==> src/rtl/joy_step_conditioner.sv <==
// Joystick conditioning: synchronise and debounce four direction pins, arbitrate one direction,
// emit typematic step pulses and keep a clamped cursor with a vsync-latched copy.
module joy_step_conditioner #(
    parameter int DEBOUNCE_CYCLES = 250000,
    parameter int REPEAT_DELAY    = 5000000,
    parameter int REPEAT_RATE     = 2500000,
    parameter int X_INIT          = 320,
    parameter int Y_INIT          = 240,
    parameter int X_MAX           = 639,
    parameter int Y_MAX           = 479
) (
    input  logic       clk,
    input  logic       reset,
    input  logic       left,
    input  logic       right,
    input  logic       up,
    input  logic       down,
    input  logic       vsync,
    output logic       step_valid,
    output logic [1:0] step_dir,
    output logic [9:0] joy_x,
    output logic [9:0] joy_y,
    output logic [9:0] player_x,
    output logic [9:0] player_y
);

    localparam int CW   = $clog2(DEBOUNCE_CYCLES);
    localparam int TMAX = (REPEAT_DELAY > REPEAT_RATE) ? REPEAT_DELAY : REPEAT_RATE;
    localparam int TW   = $clog2(TMAX);

    typedef enum logic [1:0] {IDLE, DELAY, REPEAT} state_t;

    logic [3:0]    raw;
    logic [3:0]    sync1;
    logic [3:0]    sync2;
    logic [3:0]    level;
    logic [CW-1:0] cnt [4];
    logic          dir_active;
    logic [1:0]    dir;
    state_t        state;
    state_t        state_next;
    logic [TW-1:0] timer;
    logic [TW-1:0] timer_next;
    logic [1:0]    last_dir;
    logic [1:0]    last_dir_next;
    logic          pulse;
    logic          vsync_d;

    // Bit order matches the step_dir encoding, so the lowest set bit is the priority winner.
    assign raw = {down, up, right, left};

    always_ff @(posedge clk or negedge reset) begin
        if (!reset) begin
            sync1 <= '0;
            sync2 <= '0;
        end else begin
            sync1 <= raw;
            sync2 <= sync1;
        end
    end

    always_ff @(posedge clk or negedge reset) begin
        if (!reset) begin
            level <= '0;
            for (int i = 0; i < 4; i++) cnt[i] <= '0;
        end else begin
            for (int i = 0; i < 4; i++) begin
                if (sync2[i] == level[i]) begin
                    cnt[i] <= '0;
                end else if (cnt[i] == CW'(DEBOUNCE_CYCLES - 1)) begin
                    level[i] <= sync2[i];
                    cnt[i]   <= '0;
                end else begin
                    cnt[i] <= cnt[i] + 1'b1;
                end
            end
        end
    end

    always_comb begin
        dir_active = |level;
        dir        = 2'd0;
        if (level[0])      dir = 2'd0;
        else if (level[1]) dir = 2'd1;
        else if (level[2]) dir = 2'd2;
        else if (level[3]) dir = 2'd3;
    end

    always_comb begin
        state_next    = state;
        timer_next    = timer;
        last_dir_next = last_dir;
        pulse         = 1'b0;
        case (state)
            IDLE: begin
                if (dir_active) begin
                    pulse         = 1'b1;
                    timer_next    = TW'(REPEAT_DELAY - 1);
                    last_dir_next = dir;
                    state_next    = DELAY;
                end
            end
            DELAY, REPEAT: begin
                if (!dir_active) begin
                    state_next = IDLE;
                end else if (dir != last_dir) begin
                    pulse         = 1'b1;
                    timer_next    = TW'(REPEAT_DELAY - 1);
                    last_dir_next = dir;
                    state_next    = DELAY;
                end else if (timer == '0) begin
                    pulse      = 1'b1;
                    timer_next = TW'(REPEAT_RATE - 1);
                    state_next = REPEAT;
                end else begin
                    timer_next = timer - 1'b1;
                end
            end
            default: state_next = IDLE;
        endcase
    end

    always_ff @(posedge clk or negedge reset) begin
        if (!reset) begin
            state      <= IDLE;
            timer      <= '0;
            last_dir   <= 2'd0;
            step_valid <= 1'b0;
            step_dir   <= 2'd0;
        end else begin
            state      <= state_next;
            timer      <= timer_next;
            last_dir   <= last_dir_next;
            step_valid <= pulse;
            if (pulse) step_dir <= dir;
        end
    end

    // Saturating cursor; a clamped step still strobes but leaves the position alone.
    always_ff @(posedge clk or negedge reset) begin
        if (!reset) begin
            joy_x <= 10'(X_INIT);
            joy_y <= 10'(Y_INIT);
        end else if (step_valid) begin
            case (step_dir)
                2'd0: if (joy_x != 10'd0)       joy_x <= joy_x - 1'b1;
                2'd1: if (joy_x != 10'(X_MAX))  joy_x <= joy_x + 1'b1;
                2'd2: if (joy_y != 10'd0)       joy_y <= joy_y - 1'b1;
                default: if (joy_y != 10'(Y_MAX)) joy_y <= joy_y + 1'b1;
            endcase
        end
    end

    always_ff @(posedge clk or negedge reset) begin
        if (!reset) begin
            vsync_d  <= 1'b0;
            player_x <= 10'(X_INIT);
            player_y <= 10'(Y_INIT);
        end else begin
            vsync_d <= vsync;
            if (vsync && !vsync_d) begin
                player_x <= joy_x;
                player_y <= joy_y;
            end
        end
    end

endmodule

==> config.mk <==
export PLATFORM = sky130hd
export DESIGN_NAME = joy_step_conditioner
export DESIGN_NICKNAME = d
export VERILOG_FILES = /design/src/rtl/joy_step_conditioner.sv
export SDC_FILE = /design/constraint.sdc
export NUM_CORES = 1
export LEC_CHECK = 0
export CAP_MARGIN = 20
export CORE_MARGIN = 2
export CORE_UTILIZATION = 55
export CTS_CLUSTER_DIAMETER = 50
export CTS_CLUSTER_SIZE = 24
export DETAILED_ROUTE_END_ITERATION = 16
export PLACE_DENSITY_LB_ADDON = 0.15
export SLEW_MARGIN = 20
export SYNTH_ARGS = -nofsm -noshare
export SYNTH_HDL_FRONTEND = slang
export SYNTH_SLANG_ARGS = --single-unit
==> constraint.sdc <==
create_clock -name clk -period 6.6 [get_ports clk]
set_input_delay 0.66 -clock clk [delete_from_list [all_inputs] [get_ports clk]]
set_output_delay 0.66 -clock clk [all_outputs]
set_load 0.005 [all_outputs]
## Word level (Yosys, flattened, before mapping)

Index checks and enable logic that the tools add are counted.

- Register bits after elaboration: 155
- Latch bits: 0
- Memory bits (writable): 0
- Memory bits (read-only): 0
- Output and inout bits: 43
- Word-level logic and storage cells: 115
- Memories: 0

- Add/subtract/negate cells: 9
- Multiply operators: 0
- Div/mod/pow operators: 0
- Magnitude comparators: 0
- Equal/unequal tests: 22
- Shift-type cells: 0
- Mux-type cells: 37
- Bitwise gates (word level): 5
- Reduce and logical (&&, ||, !) cells: 22

Operators with widths:

| kind | number |
|---|---|
| 18-bit two-way mux | 8 |
| 23-bit two-way mux | 4 |
| 18-bit by 1-bit adder with 18-bit output, second input constant | 4 |
| 18-bit equality test, second input constant | 4 |
| 23-bit case mux with 2 select lines | 1 |
| 10-bit two-way mux | 4 |
| 10-bit case mux with 2 select lines | 2 |
| 23-bit zero test | 1 |
| 23-bit by 1-bit subtractor with 23-bit output, second input constant | 1 |
| 2-bit two-way mux | 11 |
| 10-bit by 1-bit adder with 10-bit output, second input constant | 2 |
| 10-bit nonzero test | 2 |
| 10-bit by 1-bit subtractor with 10-bit output, second input constant | 2 |
| 2-bit != test, second input constant | 6 |
| 4-bit AND reduction | 3 |
| 10-bit != test, second input constant | 1 |
| 10-bit by 9-bit != test with 1-bit output, second input constant | 1 |
| 2-bit AND reduction | 5 |
| 2-bit case mux with 2 select lines | 2 |
| 2-bit nonzero test | 3 |
| 1-bit inverter | 5 |
| 1-bit equality test | 4 |
| 2-bit by 1-bit equality test with 1-bit output, second input constant | 2 |
| 2-bit equality test, second input constant | 2 |
| 10 further kinds | 15 |

## Longest topological paths before layout

- Depth in word-level cells: 8
- Gate-level depth with buffers: 9

## Worst setup path after synthesis

No wires, ideal clock.

- Kind: register to register
- From: register step_dir[1]
- To: register joy_x[9]
- Setup time: 0.079 ns
- Arrival: 2.582 ns
- Slack: 3.939 ns
- Cell stages (with the launch flop): 9
- Buffers on the path: 0
- Period minus slack after synthesis: 2.661 ns
- Cell sequence: dfrtp_1 -> nand2b_1 -> ha_1 -> and3_1 -> a2111oi_0 -> o211ai_1 -> nand3_1 -> nor3b_1 -> xor2_1

- Cells in the longest elaborated chain, start to end: 3
- Elaborated cells between the ends (all ways): 7
- Classes of those cells: eq/ne: 3; mux: 1; reduce/logical: 3

RTL lines:

| element | RTL line | RTL |
|---|---|---|
| start, declared | 20 | `output logic [1:0] step_dir,` |
| start signal, assigned | 135 | `if (pulse) step_dir <= dir;` |
| 2-bit by 1-bit equality test with 1-bit output or 2-bit zero test (tied branches) | 145 | `case (step_dir)` |
| 2-bit != test (no source line) or 2-bit nonzero test (tied branches) | n/a |  |
| 4-bit AND reduction (no source line) | n/a |  |
| end signal, assigned | 142 | `joy_x <= 10'(X_INIT);` |
| end signal, assigned | 146 | `2'd0: if (joy_x != 10'd0) joy_x <= joy_x - 1'b1;` |
| end signal, assigned | 147 | `2'd1: if (joy_x != 10'(X_MAX)) joy_x <= joy_x + 1'b1;` |
| end, declared | 21 | `output logic [9:0] joy_x,` |

Parallel ways exist; a longest one is shown, timed or not.
A chain may end at the register's enable or synchronous reset.

## Worst setup path in the final report

- From: register step_dir[0]
- To: register joy_x[7]

Same word-level chain as after synthesis.

==> tab_implementation.tex <==
\begin{tabular}{lr}
\hline
Metric & Value \\
\hline
\multicolumn{2}{l}{\textbf{Worst setup path}} \\
\quad Reg2reg start & step\_dir[0] \\
\quad Worst setup path category & reg -> reg \\
\quad Slowest CP cell & a2111oi\_0 \\
\quad Category of the worst setup path launch point & flip-flop \\
\quad Required time reported for the critical path endpoint & 6870 ps \\
\quad Worst reg2reg path endpoint & joy\_x[7] \\
\quad CP peak stage delay & approximately 830 ps \\
\quad Sum of buffers and inverters on the critical path & 0 \\
\quad Max FO, Critical Path & 11 \\
\quad Critical path's top delay family & compound AO/OA/AOI/OAI gates \\
\quad Setup crit end kind & flip-flop \\
\quad Number of cells on the worst reg-to-reg path & 8 \\
\quad Cells along the critical path & nand2b\_1 -> ha\_1 -> and3\_1 -> a2111oi\_0 -> o21ai\_0 -> a21oi\_1 -> xor2\_1 -> o21ai\_0 \\
\quad Cell repeated most along the worst path & o21ai\_0 \\
\quad First element of the critical path & step\_dir[0] \\
\quad Worst-case register-to-register setup slack & about 3500 ps \\
\quad Crit. path cell count & 8 \\
\quad CP arrival & 3410 ps \\
\multicolumn{2}{l}{\textbf{Floorplanning}} \\
\quad Initial standard-cell utilization of the core & 56.5\% \\
\quad Num rows & 43 \\
\quad Standard cell core area & 13900 µm² \\
\quad Die extent in y & $\sim$120 µm \\
\quad Die width & between 100 and 150 µm \\
\quad Full die area & about 15000 µm² \\
\quad IO Pins & 50 \\
\multicolumn{2}{l}{\textbf{CTS}} \\
\quad Total CTS buffers & 17 \\
\quad Number of instances resized during post-cts repair & 0 \\
\quad Number of sinks on the clock net & 155 \\
\quad Master cell of the clock root buffer & clkbuf\_16 \\
\quad Setup fix buffers added after clock tree synthesis & 0 \\
\quad Worst-skew pair later-pin latency & $\sim$420 ps \\
\quad Register clock-pin slew on the reported worst setup and hold paths & 60 ps \\
\quad Quantity of hold-fixing buffers added after cts & 0 \\
\quad Maximum clock path buffer count & 2 \\
\quad Number of H-tree levels & 4 \\
\quad CTS tree & done \\
\multicolumn{2}{l}{\textbf{Cells and area}} \\
\quad Area growth syn-to-layout & 16.5\% \\
\quad \# nets final & 862 \\
\quad Layout filler cell count & $\sim$1100 \\
\quad Share of post-route cells with drive strength above 1 & between 10 and 15\% \\
\quad Number of antenna repair diodes & 0 \\
\multicolumn{2}{l}{\textbf{Logic synthesis}} \\
\quad Share of flip-flops with an asynchronous set or reset after synthesis & 100\% \\
\quad Leading register cell type out of synthesis & dfrtp\_1 \\
\quad Portion of synthesized cell area occupied by the leading cell type & between 40\% and 50\% \\
\quad Library cells used by synthesis & 61 \\
\quad Netlist Area Pre-Place & about 7900 µm² \\
\quad Cell types occupying the most area after synthesis & dfrtp\_1, xor2\_1, nor2\_1, xnor2\_1, dfstp\_2 \\
\quad Post-synthesis cell count & 779 \\
\quad Post-synth EDFFs & 0 \\
\quad Yosys reg bits & around 160 \\
\quad Net count of the mapped netlist & between 800 and 900 \\
\quad Warnings from Yosys & 0 \\
\quad Mapped Avg Cell Area & approximately 10 µm² \\
\quad Post-synthesis sequential area ratio & about half \\
\quad Cell taking the most area after synthesis & dfrtp\_1 \\
\multicolumn{2}{l}{\textbf{Power and ir drop}} \\
\quad Worst vdd ir & 0.232 mV \\
\quad Total design power & around 2100 µW \\
\quad Sequential share of power & a little under half \\
\quad Ratio of total power to cell area & 228 nW/µm² \\
\quad Switch share & $\sim$20\% \\
\quad Clock network fraction of design power & about half \\
\quad Comb power frac & about 2.1\% \\
\quad Leakage power & between 0.004 and 0.005 µW \\
\quad Net switching power & about 420 µW \\
\quad Internal & 1670 µW \\
\multicolumn{2}{l}{\textbf{Global route}} \\
\quad First-pass GRT wire length & roughly 26000 µm \\
\quad Number of antenna violations at the first check in global routing & 0 \\
\quad Number of global-route vias before repair & 5624 \\
\quad Maximum number of pins on one net before global-route repair & 80 \\
\quad Global-route usage over all layers & 21.8\% \\
\quad Congestion Overflow GR & 0 \\
\multicolumn{2}{l}{\textbf{Run status}} \\
\quad Run status & completed \\
\multicolumn{2}{l}{\textbf{Timing}} \\
\quad Clock Skew & 7.40 ps \\
\quad Setup repair after global routing missed its margin & false \\
\quad Post-route setup TNS & 0 ps \\
\quad Peak clock frequency supported by timing & $\sim$320 MHz \\
\quad Final period utilization & 47.6\% \\
\quad Transition time at the pin with the least slew margin & around 1000 ps \\
\quad Worst max-slew margin expressed relative to the limit & a little under a third \\
\quad Number of hold-slack violations in the final timing report & 0 \\
\quad Period minus WS final & between 3000 and 4000 ps \\
\quad Count of pins over their slew limit & 0 \\
\quad Endpoints failing setup & 0 \\
\multicolumn{2}{l}{\textbf{Min path}} \\
\quad Type of the worst min-delay path & in -> async \\
\multicolumn{2}{l}{\textbf{Routing}} \\
\quad Average vias per placed instance & about 5.7 \\
\quad Routed wire length per instance & between 15 and 20 µm \\
\quad Routed vias & between 5000 and 6000 \\
\quad Number of detailed-routing iterations run before antenna repair & 5 \\
\quad Antenna-violating nets left & 0 \\
\quad DRC Markers & 0 \\
\quad Overall routed net length & about 15000 µm \\
\quad First DRT Iteration DRCs & 440 \\
\multicolumn{2}{l}{\textbf{Placed design}} \\
\quad Number of buffer cells added on primary ports & between 40 and 50 \\
\quad Final HPWL from detailed placement & $\sim$10000 µm \\
\quad Global placement routability congestion & between 0.8 and 0.9 \\
\multicolumn{2}{l}{\textbf{Job}} \\
\quad Max capacitance violation total & 0 \\
\hline
\end{tabular}
[per-stage QoR]
| stage | utilization [%] | std cells | hold WS, ps | setup WS [ps] | cell area, µm² |
|---|---|---|---|---|---|
| floorplan | - | 779 | 331 | 3940 | 7870 |
| global placement | 61.0 | 990 | 334 | 3660 | 8510 |
| detailed placement | 61.0 | 990 | 336 | 3480 | 8510 |
| CTS | 65.8 | 1022 | 275 | 3450 | 9170 |
| global route | 65.8 | 1022 | 304 | 3120 | 9170 |
| finish | 65.8 | 1022 | 231 | 3460 | 9170 |
[flip-flops by register name, summed over array words and instances, names as in the netlist, 2 cells and up]
signal    flops
joy_y        10
sync1         4
timer        23
last_dir      2
state         2
joy_x        10
cnt          72
step_dir      2
level         4
player_y     10
sync2         4
player_x     10
[worst register-to-register path, stage by stage (launching register included)]
cell,delay (ps)
dfrtp_1,490
nand2b_1,340
ha_1,450
and3_1,200
a2111oi_0,840
o21ai_0,200
a21oi_1,210
xor2_1,170
o21ai_0,90
[kinds of logic (layout without fill, tap and decap cells)]
logic type,Yosys count,after routing,share of synthesized area (%)
buffers and inverters,41,104,2.24
and+or+nand+nor,338,338,22.1
xor gates and xnor gates,90,90,10.0
DFF,155,155,49.5
adders and majority gates,26,26,4.32
AOI/OAI and AO/OA,103,103,8.08
muxes,26,26,3.81
[Yosys cell counts, drive strengths merged, types with 12 or more instances]
| master | instances |
|---|---|
| nand2b | 15 |
| nor2 | 107 |
| ha | 24 |
| a21oi | 21 |
| nor4 | 18 |
| nand3 | 51 |
| xor2 | 52 |
| dfrtp | 143 |
| nand2 | 58 |
| dfstp | 12 |
| xnor2 | 38 |
| nor3 | 18 |
| mux2 | 26 |
| or3 | 13 |
| and3 | 14 |
| o21ai | 42 |
| inv | 21 |
[worst max path at each step]
stage | to | slack, ps
CTS | joy_x[7] | 3450
finish | joy_x[7] | 3460
global placement | joy_x[9] | 3660
floorplan | joy_x[9] | 3940
global route | joy_x[9] | 3120
detailed placement | joy_x[7] | 3480
[routing by layer]
metal / GRT usage (%) / share of wire, % / vias to the layer above / routed length (µm)
met3: 5.04 / 3.9 / 17 / 607
met1: 29.3 / 48 / 2874 / 7350
met4: 6.82 / 1.1 / 0 / 169
li1: - / - / 2823 / -
met2: 35.3 / 47 / 129 / 7300
met5: 0 / 0 / - / 0
[cell type report]
class	count	area, µm²	share of cell area, %
multi-input cells	583	3810	41.5
flip-flops and latches	155	3890	42.4
clock buffers	21	470	5.13
well taps	180	225	2.46
clock inverters	11	190	2.07
inverters	21	78.8	0.859
repair buffers	51	507	5.52
[power groups by stage]
stage | Combinational (µW) | Clock (µW) | Sequential, µW
final | 44.0 | 1080 | 965
after global routing | 52.2 | 1140 | 966
after CTS | 45.9 | 1100 | 965
after detailed placement | 45.8 | 0 | 982
after global placement | 44.5 | 0 | 981
after floorplan | 20.2 | 0 | 981
[placed cells by master, fill, tap and decap left out, types with 15 or more instances in the layout]
| master | netlist | layout |
|---|---|---|
| a21oi_1 | 21 | 21 |
| nor2_1 | 106 | 106 |
| xnor2_1 | 38 | 38 |
| nor4_1 | 15 | 15 |
| mux2_2 | 24 | 24 |
| clkbuf_16 | 0 | 17 |
| clkdlybuf4s50_1 | 0 | 48 |
| nand3_1 | 51 | 51 |
| o21ai_0 | 39 | 39 |
| dfrtp_1 | 143 | 143 |
| xor2_1 | 52 | 52 |
| nand2_1 | 58 | 58 |
| inv_1 | 21 | 21 |
| ha_1 | 24 | 24 |
| nor3_1 | 16 | 16 |
(Power assumes the default switching activity.)
